===== src/rtl/cluster_clock_switch_ctrl.sv =====
// ---------------------------------------------------------------------------
// cluster_clock_switch_ctrl
//
// Sequencer for the cluster 2:1 clock mux. A switch request arrives on a
// valid/ready handshake. For a real select change the downstream clock gate
// is closed, held closed for GATE_WAIT cycles, the mux select is flipped,
// and after SETTLE_WAIT more cycles the gate is reopened. A request for the
// select that is already active completes in one cycle without touching the
// gate. The block runs entirely on the free-running reference clock, which
// never passes through the mux it controls.
//
// Ports:
//   clk_i        free-running reference clock
//   rst_i        synchronous active-high reset
//   req_valid_i  switch request valid
//   req_sel_i    requested select (0 = clk0, 1 = clk1)
//   req_ready_o  request can be accepted (IDLE only)
//   clk_sel_o    registered mux select
//   clk_en_o     registered clock-gate enable
//   busy_o       switch sequence in progress
//   done_o       one-cycle pulse when a request completes
// ---------------------------------------------------------------------------
module cluster_clock_switch_ctrl #(
  parameter int unsigned GATE_WAIT   = 4,
  parameter int unsigned SETTLE_WAIT = 4,
  parameter logic        RST_SEL     = 1'b0,
  parameter int unsigned CNT_W       =
    $clog2(((GATE_WAIT > SETTLE_WAIT) ? GATE_WAIT : SETTLE_WAIT) + 1)
) (
  input  logic clk_i,
  input  logic rst_i,
  input  logic req_valid_i,
  input  logic req_sel_i,
  output logic req_ready_o,
  output logic clk_sel_o,
  output logic clk_en_o,
  output logic busy_o,
  output logic done_o
);

  typedef enum logic [1:0] {
    IDLE     = 2'd0,
    GATE_OFF = 2'd1,
    SWITCH   = 2'd2,
    NOP_DONE = 2'd3
  } state_t;

  localparam logic [CNT_W-1:0] GATE_LOAD   = CNT_W'(GATE_WAIT - 1);
  localparam logic [CNT_W-1:0] SETTLE_LOAD = CNT_W'(SETTLE_WAIT - 1);

  state_t           state_q;
  logic [CNT_W-1:0] cnt_q;
  logic             reqSel_q;
  logic             clkSel_q;
  logic             clkEn_q;
  logic             ready_q;
  logic             busy_q;
  logic             done_q;

  // Every output is a flop so the mux select and gate enable can never
  // glitch. ready/busy are updated on the same edges as the state so they
  // always agree with it.
  always_ff @(posedge clk_i) begin
    if (rst_i) begin
      state_q  <= IDLE;
      cnt_q    <= '0;
      reqSel_q <= RST_SEL;
      clkSel_q <= RST_SEL;
      clkEn_q  <= 1'b1;
      ready_q  <= 1'b1;
      busy_q   <= 1'b0;
      done_q   <= 1'b0;
    end else begin
      done_q <= 1'b0;
      case (state_q)
        IDLE: begin
          if (req_valid_i && ready_q) begin
            reqSel_q <= req_sel_i;
            ready_q  <= 1'b0;
            busy_q   <= 1'b1;
            if (req_sel_i != clkSel_q) begin
              // Close the gate first; the select only moves once the
              // quiet time has elapsed.
              clkEn_q <= 1'b0;
              cnt_q   <= GATE_LOAD;
              state_q <= GATE_OFF;
            end else begin
              state_q <= NOP_DONE;
            end
          end
        end
        GATE_OFF: begin
          if (cnt_q == '0) begin
            clkSel_q <= reqSel_q;
            cnt_q    <= SETTLE_LOAD;
            state_q  <= SWITCH;
          end else begin
            cnt_q <= cnt_q - CNT_W'(1);
          end
        end
        SWITCH: begin
          if (cnt_q == '0) begin
            clkEn_q <= 1'b1;
            ready_q <= 1'b1;
            busy_q  <= 1'b0;
            done_q  <= 1'b1;
            state_q <= IDLE;
          end else begin
            cnt_q <= cnt_q - CNT_W'(1);
          end
        end
        NOP_DONE: begin
          ready_q <= 1'b1;
          busy_q  <= 1'b0;
          done_q  <= 1'b1;
          state_q <= IDLE;
        end
        default: begin
          clkEn_q <= 1'b1;
          ready_q <= 1'b1;
          busy_q  <= 1'b0;
          state_q <= IDLE;
        end
      endcase
    end
  end

  assign req_ready_o = ready_q;
  assign clk_sel_o   = clkSel_q;
  assign clk_en_o    = clkEn_q;
  assign busy_o      = busy_q;
  assign done_o      = done_q;

endmodule

===== config.mk =====
export PLATFORM = sky130hd
export DESIGN_NAME = cluster_clock_switch_ctrl
export DESIGN_NICKNAME = d
export VERILOG_FILES = /design/src/rtl/cluster_clock_switch_ctrl.sv
export SDC_FILE = /design/constraint.sdc
export NUM_CORES = 1
export LEC_CHECK = 0
export ABC_CLOCK_PERIOD_IN_PS = 3100
export BUFFER_PORTS_ARGS = -buffer_cell sky130_fd_sc_hd__buf_2
export CORE_AREA = 3 3 40 42
export DETAILED_ROUTE_END_ITERATION = 6
export DIE_AREA = 0 0 43 45
export HOLD_SLACK_MARGIN = 0.06
export PLACE_DENSITY = 0.76
export SLEW_MARGIN = 20
export SYNTH_ARGS = -nofsm -noshare
export SYNTH_HDL_FRONTEND = slang
export SYNTH_SLANG_ARGS = --single-unit

===== constraint.sdc =====
create_clock -name clk_i -period 3.1 [get_ports clk_i]
set_input_delay 0.775 -clock clk_i [delete_from_list [all_inputs] [get_ports clk_i]]
set_output_delay 0.775 -clock clk_i [all_outputs]
set_load 0.1 [all_outputs]

==> results of run 1 <==
kinds of logic after synthesis:
family | count (synthesis) | synth area share (%)
AOI/OAI and AO/OA | 21 | 26.6
adders and majority gates | 7 | 13.2
DFF | 11 | 33.1
muxes | 3 | 4.52
xor gates and xnor gates | 1 | 1.32
buffers and inverters | 9 | 5.27
and+or+nand+nor | 21 | 16.0
cell usage after synthesis (2+ instances only):
master and n:
mux2i_1 3, inv_1 7, nand2_1 3, a31oi_1 3, dfxtp_1 11, nor2_1 9
ha_1 7, a211oi_1 2, o21bai_1 2, nand3_1 3, a21oi_1 2
per-stage QoR:
stage | util [%] | worst slack, ps
global placement | 55.6 | 1370
CTS | 57.6 | 1230
finish | 57.6 | 1230
detailed placement | 55.6 | 1360
floorplan | - | 1180
global route | 57.6 | 1190
layout make-up:
| type | instances | share of cell area (%) |
|---|---|---|
| clock buffer | 4 | 3.55 |
| inverter | 7 | 3.55 |
| multi-input combinational | 53 | 55.2 |
| sequential | 11 | 29.7 |
| tap | 15 | 2.53 |
| timing repair buffer | 8 | 5.41 |
flip-flops by register name, indices dropped and copies added (netlist names):
signal       count
req_ready_o      1
state_q          2
clk_en_o         1
clk_sel_o        1
cnt_q            3
reqSel_q         1
busy_o           1
done_o           1
layer usage:
metal	up-vias	GRT usage, %
li1	281	-
met1	247	18.2
met2	9	23.4
met3	2	3.59
met4	0	5.42
met5	-	0
layout by cell type (no fill, tap or decap), types with 2 or more instances in the layout:
cell	n
dfxtp_1	11
o21bai_1	2
a31oi_1	3
nand2_1	3
mux2i_1	3
clkbuf_4	3
ha_1	7
inv_1	7
a211oi_1	2
nand3_1	3
a21oi_1	2
nor2_1	9
buf_2	8
tightest hold or removal path: stages, from the launching register on:
cell and delay, ps:
dfxtp_1 320, nand3_1 60, a21oi_1 50
power groups by stage:
stage | clock network (mW) | registers (mW) | logic, mW
2_1_floorplan | 0 | 0.333 | 0.321
3_3_place_gp | 0 | 0.211 | 0.520
3_5_place_dp | 0 | 0.212 | 0.518
4_1_cts | 0.102 | 0.209 | 0.522
5_1_grt | 0.110 | 0.214 | 0.573
6_report | 0.100 | 0.209 | 0.521
how the worst min path moves through the flow:
stage             start        end  slack [ps]  depth (start not counted)
2_1_floorplan  reqSel_q  clk_sel_o         440                          2
3_3_place_gp   reqSel_q  clk_sel_o         460                          2
3_5_place_dp   reqSel_q  clk_sel_o         470                          2
4_1_cts        reqSel_q  clk_sel_o         490                          2
5_1_grt        reqSel_q  clk_sel_o         530                          2
6_report       reqSel_q  clk_sel_o         480                          2
==> impl_metrics.ini, run 1 <==
[synthesis]
synthTopCellsByArea = dfxtp_1, ha_1, nor2_1, mux2i_1, inv_1
synth_top_area_share_pct = 33.1
synth_nets = 84
ys_seq_area_share_pct = 33.1
synth_ff_type = dfxtp_1
syn_inst = 73
synth_seq_cells = 11
synth_cell_types = 32
yosys_warnings = 0
synth-async-reset-ratio_pct = 0
yosysTopAreaCell = dfxtp_1
mappedNetlistArea_um2 = 664
syn_avg_cell_area_um2 = 9.10
synth_edf_count = 0

[drt]
viasPerCell = 5.50
routed-wl-met2_um = 556
drtAntennaViolNets = 0
topRoutingLayerUsed = met4
wl_mm = 1.18
dr.first_iter.drc_count = 5
via_count = 539
wl_met1_um = 571
drc_errors = 0
met3_length_um = 38
wl_per_cell_um = 12.1
first_pass_iters = 4

[placement]
place.port_buffers = 8
gp_congestion = 0.824
placed_cell_area_um2 = 714
dp_cells = 94
place_hpwl_um = 880

[clock_tree]
numClockSinks = 11
clock-root-buffer = clkbuf_4
cts_resized = 0
clkTransAtPathRegs_ps = 80
htree_levels = 1
cts_setup_buffers = 0
clock_latency_ps = 270
hold_buffers = 0
clk_path_buf_depth = 2
cts_tree = done
numCtsBuffers = 3

[finish]
finalInstanceArea_um2 = 741
n_antenna_cell = 0
layout-drive-gt1-share_pct = 22.9
nFillCells = 104
multiInputGateArea_um2 = 409
fin_cells = 98
nets = 95
area_growth_pct = 11.5
register_area_um2 = 220

[sta]
period_minus_slack_ps = 1870
max-slew-margin-rel_pct = 67.9
hold_violations = 0
tightest_slew_ps = 484
fmax_ghz = 0.533
setup_viol = 0
finalSetupTns_ps = 0
rsz0062_at_grt = no
fin_worst_skew_ps = 4.51
fin_crit_sh_pct = 60.5
holdWs_ps = 483
final_max_slew_viol_count = 0

[setup_path]
worst-path-stages = 1
cp.arrival_ps = 1100
crit_family = buffers and inverters
worstSetupStartpoint = req_ready_o
crit_path_max_incr_delay_ps = 450
ff2ff_path_depth = 6
r2r_slack_ps = 1480
crit_slowest_cell = buf_2
required_ps = 2320
start_kind = flip-flop
cp-end-kind = output port
endpoint = req_ready_o
path_class = flip-flop to output port
timing.rr.end = state_q[0]
path_max_fanout = 4
r2r_start = state_q[0]
crit_buf_inv = 1
path_cells = buf_2

[die]
die_w_um = 43
die_area_um2 = 1940
core_um2 = 1280
io_pins = 9
num_rows = 13
start_util_pct = 51.7
die_h_um = 45

[power]
pwr-share-clk_pct = 12.1
combPwrFrac_pct = 62.7
p_total_uw = 831
switching_share_pct = 50.5
max-vdd-ir-drop_v = 0.000611
p_sw_uw = 419
p_seq_share_pct = 25.2
power_leakage_nw = 0.332
power.density_nw_per_um2 = 1120
intPower_uw = 411

[outcome]
outcome = finished, final reports clean

[global_route]
grt_max_degree = 15
grt_pass1_vias = 496
grt_usage_pct = 14.3
antenna_found_initial = 0
grt_pass1_wl_mm = 2.08
grt_overflow_total = 0

[min_path]
hold_class = flip-flop to flip-flop

[job]
maxCapViolCount = 0
No activity file was read; power rests on OpenSTA's default activity.
==> run 2: changes to the inputs <==
ABC_CLOCK_PERIOD_IN_PS = 1900   (was 3100)
clock period = 1.9 ns   (was 3.1 ns; I/O delays follow)
==> impl_metrics.ini, run 2 (synthesized netlist as in run 1, its figures left out) <==
[outcome]
outcome = finished, final reports clean

[finish]
final_common_cell = dfxtp_1
top_regs = cnt_q x3, state_q x2
multiInputGateArea_um2 = 409
register_area_um2 = 221
nets = 95
area_growth_pct = 11.7
largest_register_ff_count = 3
final_cell_mix = dfxtp_1, nor2_1, buf_2
layout-drive-gt1-share_pct = 24.1
nFillCells = 113
largest_register = cnt_q
n_antenna_cell = 0

[die]
die_w_um = 43
die_h_um = 45
io_pins = 9
num_rows = 13
core_um2 = 1280
die_area_um2 = 1940
start_util_pct = 51.7

[clock_tree]
clkTransAtPathRegs_ps = 70
cts_setup_buffers = 0
numCtsBuffers = 3
hold_buffers = 0
clock_latency_ps = 270
clock-root-buffer = clkbuf_4
numClockSinks = 11
cts_resized = 0
cts_tree = done
clk_path_buf_depth = 2
htree_levels = 1

[global_route]
antenna_found_initial = 0
grt_pass1_wl_mm = 2.35
grt_util_met2_pct = 29.3
grt_use_met3_pct = 3.59
grt_pass1_vias = 536
grt_usage_pct = 16.8
use_met1_pct = 18.2
grt_max_degree = 15
grt.busiest_layer = met2
grt_overflow_total = 0

[min_path]
hold_path_depth = 3
min-delay-start = req_sel_i
hold_class = input pin to flip-flop
hold_end = reqSel_q

[sta]
fin_crit_sh_pct = 86.7
tightest_slew_ps = 491
max-slew-margin-rel_pct = 67.5
final_max_slew_viol_count = 0
hold_violations = 0
finalSetupTns_ps = 0
fin_worst_skew_ps = 4.49
setup_viol = 0
rsz0062_at_grt = no
fmax_ghz = 0.607
period_minus_slack_ps = 1650
fin_ws_ps = 252

[job]
maxCapViolCount = 0

[setup_path]
start_kind = flip-flop
path_max_fanout = 8
ff2ff_path_depth = 6
r2r_start = state_q[0]
path_class = flip-flop to flip-flop
timing.rr.end = state_q[0]
r2r_slack_ps = 250
required_ps = 2060
cp.arrival_ps = 1810
cp-end-kind = flip-flop

[drt]
wl_mm = 1.40
wl_per_cell_um = 14.3
dr.first_iter.drc_count = 7
drtAntennaViolNets = 0
viasPerCell = 5.81
first_pass_iters = 4
drc_errors = 0
via_count = 569

[power]
p_total_mw = 1.38
max-vdd-ir-drop_v = 0.000979
power.density_nw_per_um2 = 1860
power_leakage_nw = 0.332

[placement]
gp_congestion = 0.790
place.port_buffers = 8
place_ws_ps = 262
place_hpwl_mm = 1.06
run 2: cell counts in the layout (fill, tap and decap cells not counted):
Identical to the previous run, type by type.
run 2: metrics by stage:
step	util [%]	std cells	hold WS, ps	area, um^2
2_1_floorplan	-	73	443	666
3_3_place_gp	55.7	94	469	716
3_5_place_dp	55.7	94	471	716
4_1_cts	57.7	98	479	742
5_1_grt	57.7	98	486	742
6_report	57.7	98	481	742
run 2: worst max path at each step:
| stage | from | to | slack [ps] | cells past startpoint |
|---|---|---|---|---|
| floorplan | clk_sel_o | cnt_q[1] | 60 | 4 |
| global placement | state_q[0] | state_q[0] | 350 | 6 |
| detailed placement | state_q[0] | state_q[0] | 260 | 6 |
| CTS | state_q[0] | state_q[0] | 250 | 6 |
| global route | state_q[0] | state_q[0] | 130 | 6 |
| finish | state_q[0] | state_q[0] | 250 | 6 |
run 2: critical path, cell delays in order, from the launching register on:
cell and delay, ps:
dfxtp_1 380, inv_1 100, ha_1 320, nor2_1 230
a2bb2oi_2 220, mux2i_1 230, nor2_1 50
run 2: power breakdown:
group | switching [mW] | internal, mW
clock network | 0.0804 | 0.0815
logic | 0.581 | 0.291
registers | 0.0450 | 0.303
run 2: final cells by class:
| cell class | instances | area share, % |
|---|---|---|
| clock buffers | 4 | 3.54 |
| inverters | 7 | 3.54 |
| well taps | 15 | 2.53 |
| repair buffers | 8 | 5.40 |
| multi-input cells | 53 | 55.1 |
| flip-flops and latches | 11 | 29.8 |
run 2: layer usage:
layer  vias to the layer above  share of wire (%)
met3                         6                4.2
met1                       269                 44
li1                        278                  -
met5                         -                  0
met4                         0                2.6
met2                        16                 49
==> run 3: changes to the inputs <==
CELL_PAD_IN_SITES_DETAIL_PLACEMENT = 1   (was not set)
CELL_PAD_IN_SITES_GLOBAL_PLACEMENT = 1   (was not set)
CORE_AREA = not set   (was 3 3 40 42)
CORE_MARGIN = 3   (was not set)
CORE_UTILIZATION = 41   (was not set)
DIE_AREA = not set   (was 0 0 43 45)
PLACE_DENSITY = 0.8   (was 0.76)
==> impl_metrics.ini, run 3 (synthesized netlist as in run 1, its figures left out) <==
[global_route]
grt_overflow_total = 0
grt_use_met3_pct = 2.34
antenna_found_initial = 0
grt_pass1_wl_mm = 2.42
grt_util_met2_pct = 26.4
grt.busiest_layer = met2
use_met1_pct = 20.6
grt_max_degree = 15
grt_usage_pct = 16.3
grt_pass1_vias = 545

[finish]
top_regs = cnt_q x3, state_q x2
n_antenna_cell = 0
area_growth_pct = 11.7
layout-drive-gt1-share_pct = 24.1
final_cell_mix = dfxtp_1, nor2_1, buf_2
finalInstanceArea_um2 = 742
nets = 95
largest_register = cnt_q
largest_register_ff_count = 3
final_common_cell = dfxtp_1
finish.utilization_pct = 52.4

[die]
io_pins = 9
die_area_um2 = 2140
start_util_pct = 46.9
die_w_um = 46.3
die_h_um = 46.3
num_rows = 13
core_um2 = 1420

[sta]
final_max_slew_viol_count = 0
period_minus_slack_ps = 1620
finalSetupTns_ps = 0
rsz0062_at_grt = no
max-slew-margin-rel_pct = 67.8
setup_viol = 0
fin_worst_skew_ps = 4.01
fin_crit_sh_pct = 85.4
hold_violations = 0
fmax_ghz = 0.617
tightest_slew_ps = 487
fin_ws_ps = 278

[job]
maxCapViolCount = 0

[setup_path]
endpoint = state_q[0]
start_kind = flip-flop
crit_slowest_cell = dfxtp_1
path_class = flip-flop to flip-flop
crit_path_max_incr_delay_ps = 380
crit_family = flip-flops
worst-path-stages = 6
required_ps = 2070
critPathMostFrequentCell = nor2_1
path_cells = inv_1, ha_1, nor2_1, a2bb2oi_2, mux2i_1, nor2_1
timing.rr.end = state_q[0]
cp.arrival_ps = 1790
ff2ff_path_depth = 6
crit_buf_inv = 1
path_max_fanout = 8
r2r_slack_ps = 280
cp-end-kind = flip-flop
worstSetupStartpoint = state_q[0]
r2r_start = state_q[0]

[drt]
wl_mm = 1.43
wl_per_cell_um = 14.6
drc_errors = 0
dr.first_iter.drc_count = 8
viasPerCell = 5.68
first_pass_iters = 4
drtAntennaViolNets = 0
via_count = 557

[power]
power_leakage_nw = 0.332
power.density_nw_per_um2 = 1870
max-vdd-ir-drop_v = 0.000960
p_total_mw = 1.39

[clock_tree]
clkTransAtPathRegs_ps = 80
clk_path_buf_depth = 2
cts_setup_buffers = 0
cts_resized = 0
hold_buffers = 0
htree_levels = 1
numClockSinks = 11
clock-root-buffer = clkbuf_4
numCtsBuffers = 3
cts_tree = done
clock_latency_ps = 270

[placement]
gp_congestion = 0.702
place.port_buffers = 8
place_hpwl_mm = 1.13
placed_cell_area_um2 = 716
place_ws_ps = 283

[outcome]
outcome = finished, final reports clean

[min_path]
hold_class = input pin to flip-flop
[run 3: cell counts in the layout (fill, tap and decap cells not counted)]
No cell type changed its count.
[run 3: per-layer routing]
| layer | up-vias | routed length, um |
|---|---|---|
| met3 | 4 | 50 |
| met2 | 10 | 668 |
| met4 | 0 | 23 |
| li1 | 277 | - |
| met5 | - | 0 |
| met1 | 266 | 689 |
[run 3: worst min path at each step]
stage / from / to / slack [ps] / depth (start not counted)
2_1_floorplan: reqSel_q / clk_sel_o / 440 / 2
3_3_place_gp: reqSel_q / clk_sel_o / 470 / 2
3_5_place_dp: reqSel_q / clk_sel_o / 480 / 2
4_1_cts: req_sel_i / reqSel_q / 480 / 3
5_1_grt: req_sel_i / reqSel_q / 490 / 3
6_report: req_sel_i / reqSel_q / 470 / 3
[run 3: area by class of cell]
class / count / area (um^2)
Tap cell: 15 / 18.8
Inverter: 7 / 26.3
Timing Repair Buffer: 8 / 40.0
Multi-Input combinational cell: 53 / 409
Fill cell: 180 / 673
Sequential cell: 11 / 221
Clock buffer: 4 / 26.3
[run 3: report_power, final]
part           switching, mW  internal [mW]  leakage [nW]
Clock                 0.0920         0.0814        0.0150
Sequential            0.0442          0.303        0.0904
Combinational          0.575          0.291         0.226
[run 3: stage by stage]
step           hold WS [ps]  instances
5_1_grt                 493         98
4_1_cts                 477         98
6_report                468         98
3_3_place_gp            472         94
2_1_floorplan           443         73
3_5_place_dp            479         94
[run 3: worst register-to-register path: stages (launching register included)]
cell	delay, ps
dfxtp_1	380
inv_1	90
ha_1	330
nor2_1	220
a2bb2oi_2	230
mux2i_1	200
nor2_1	50
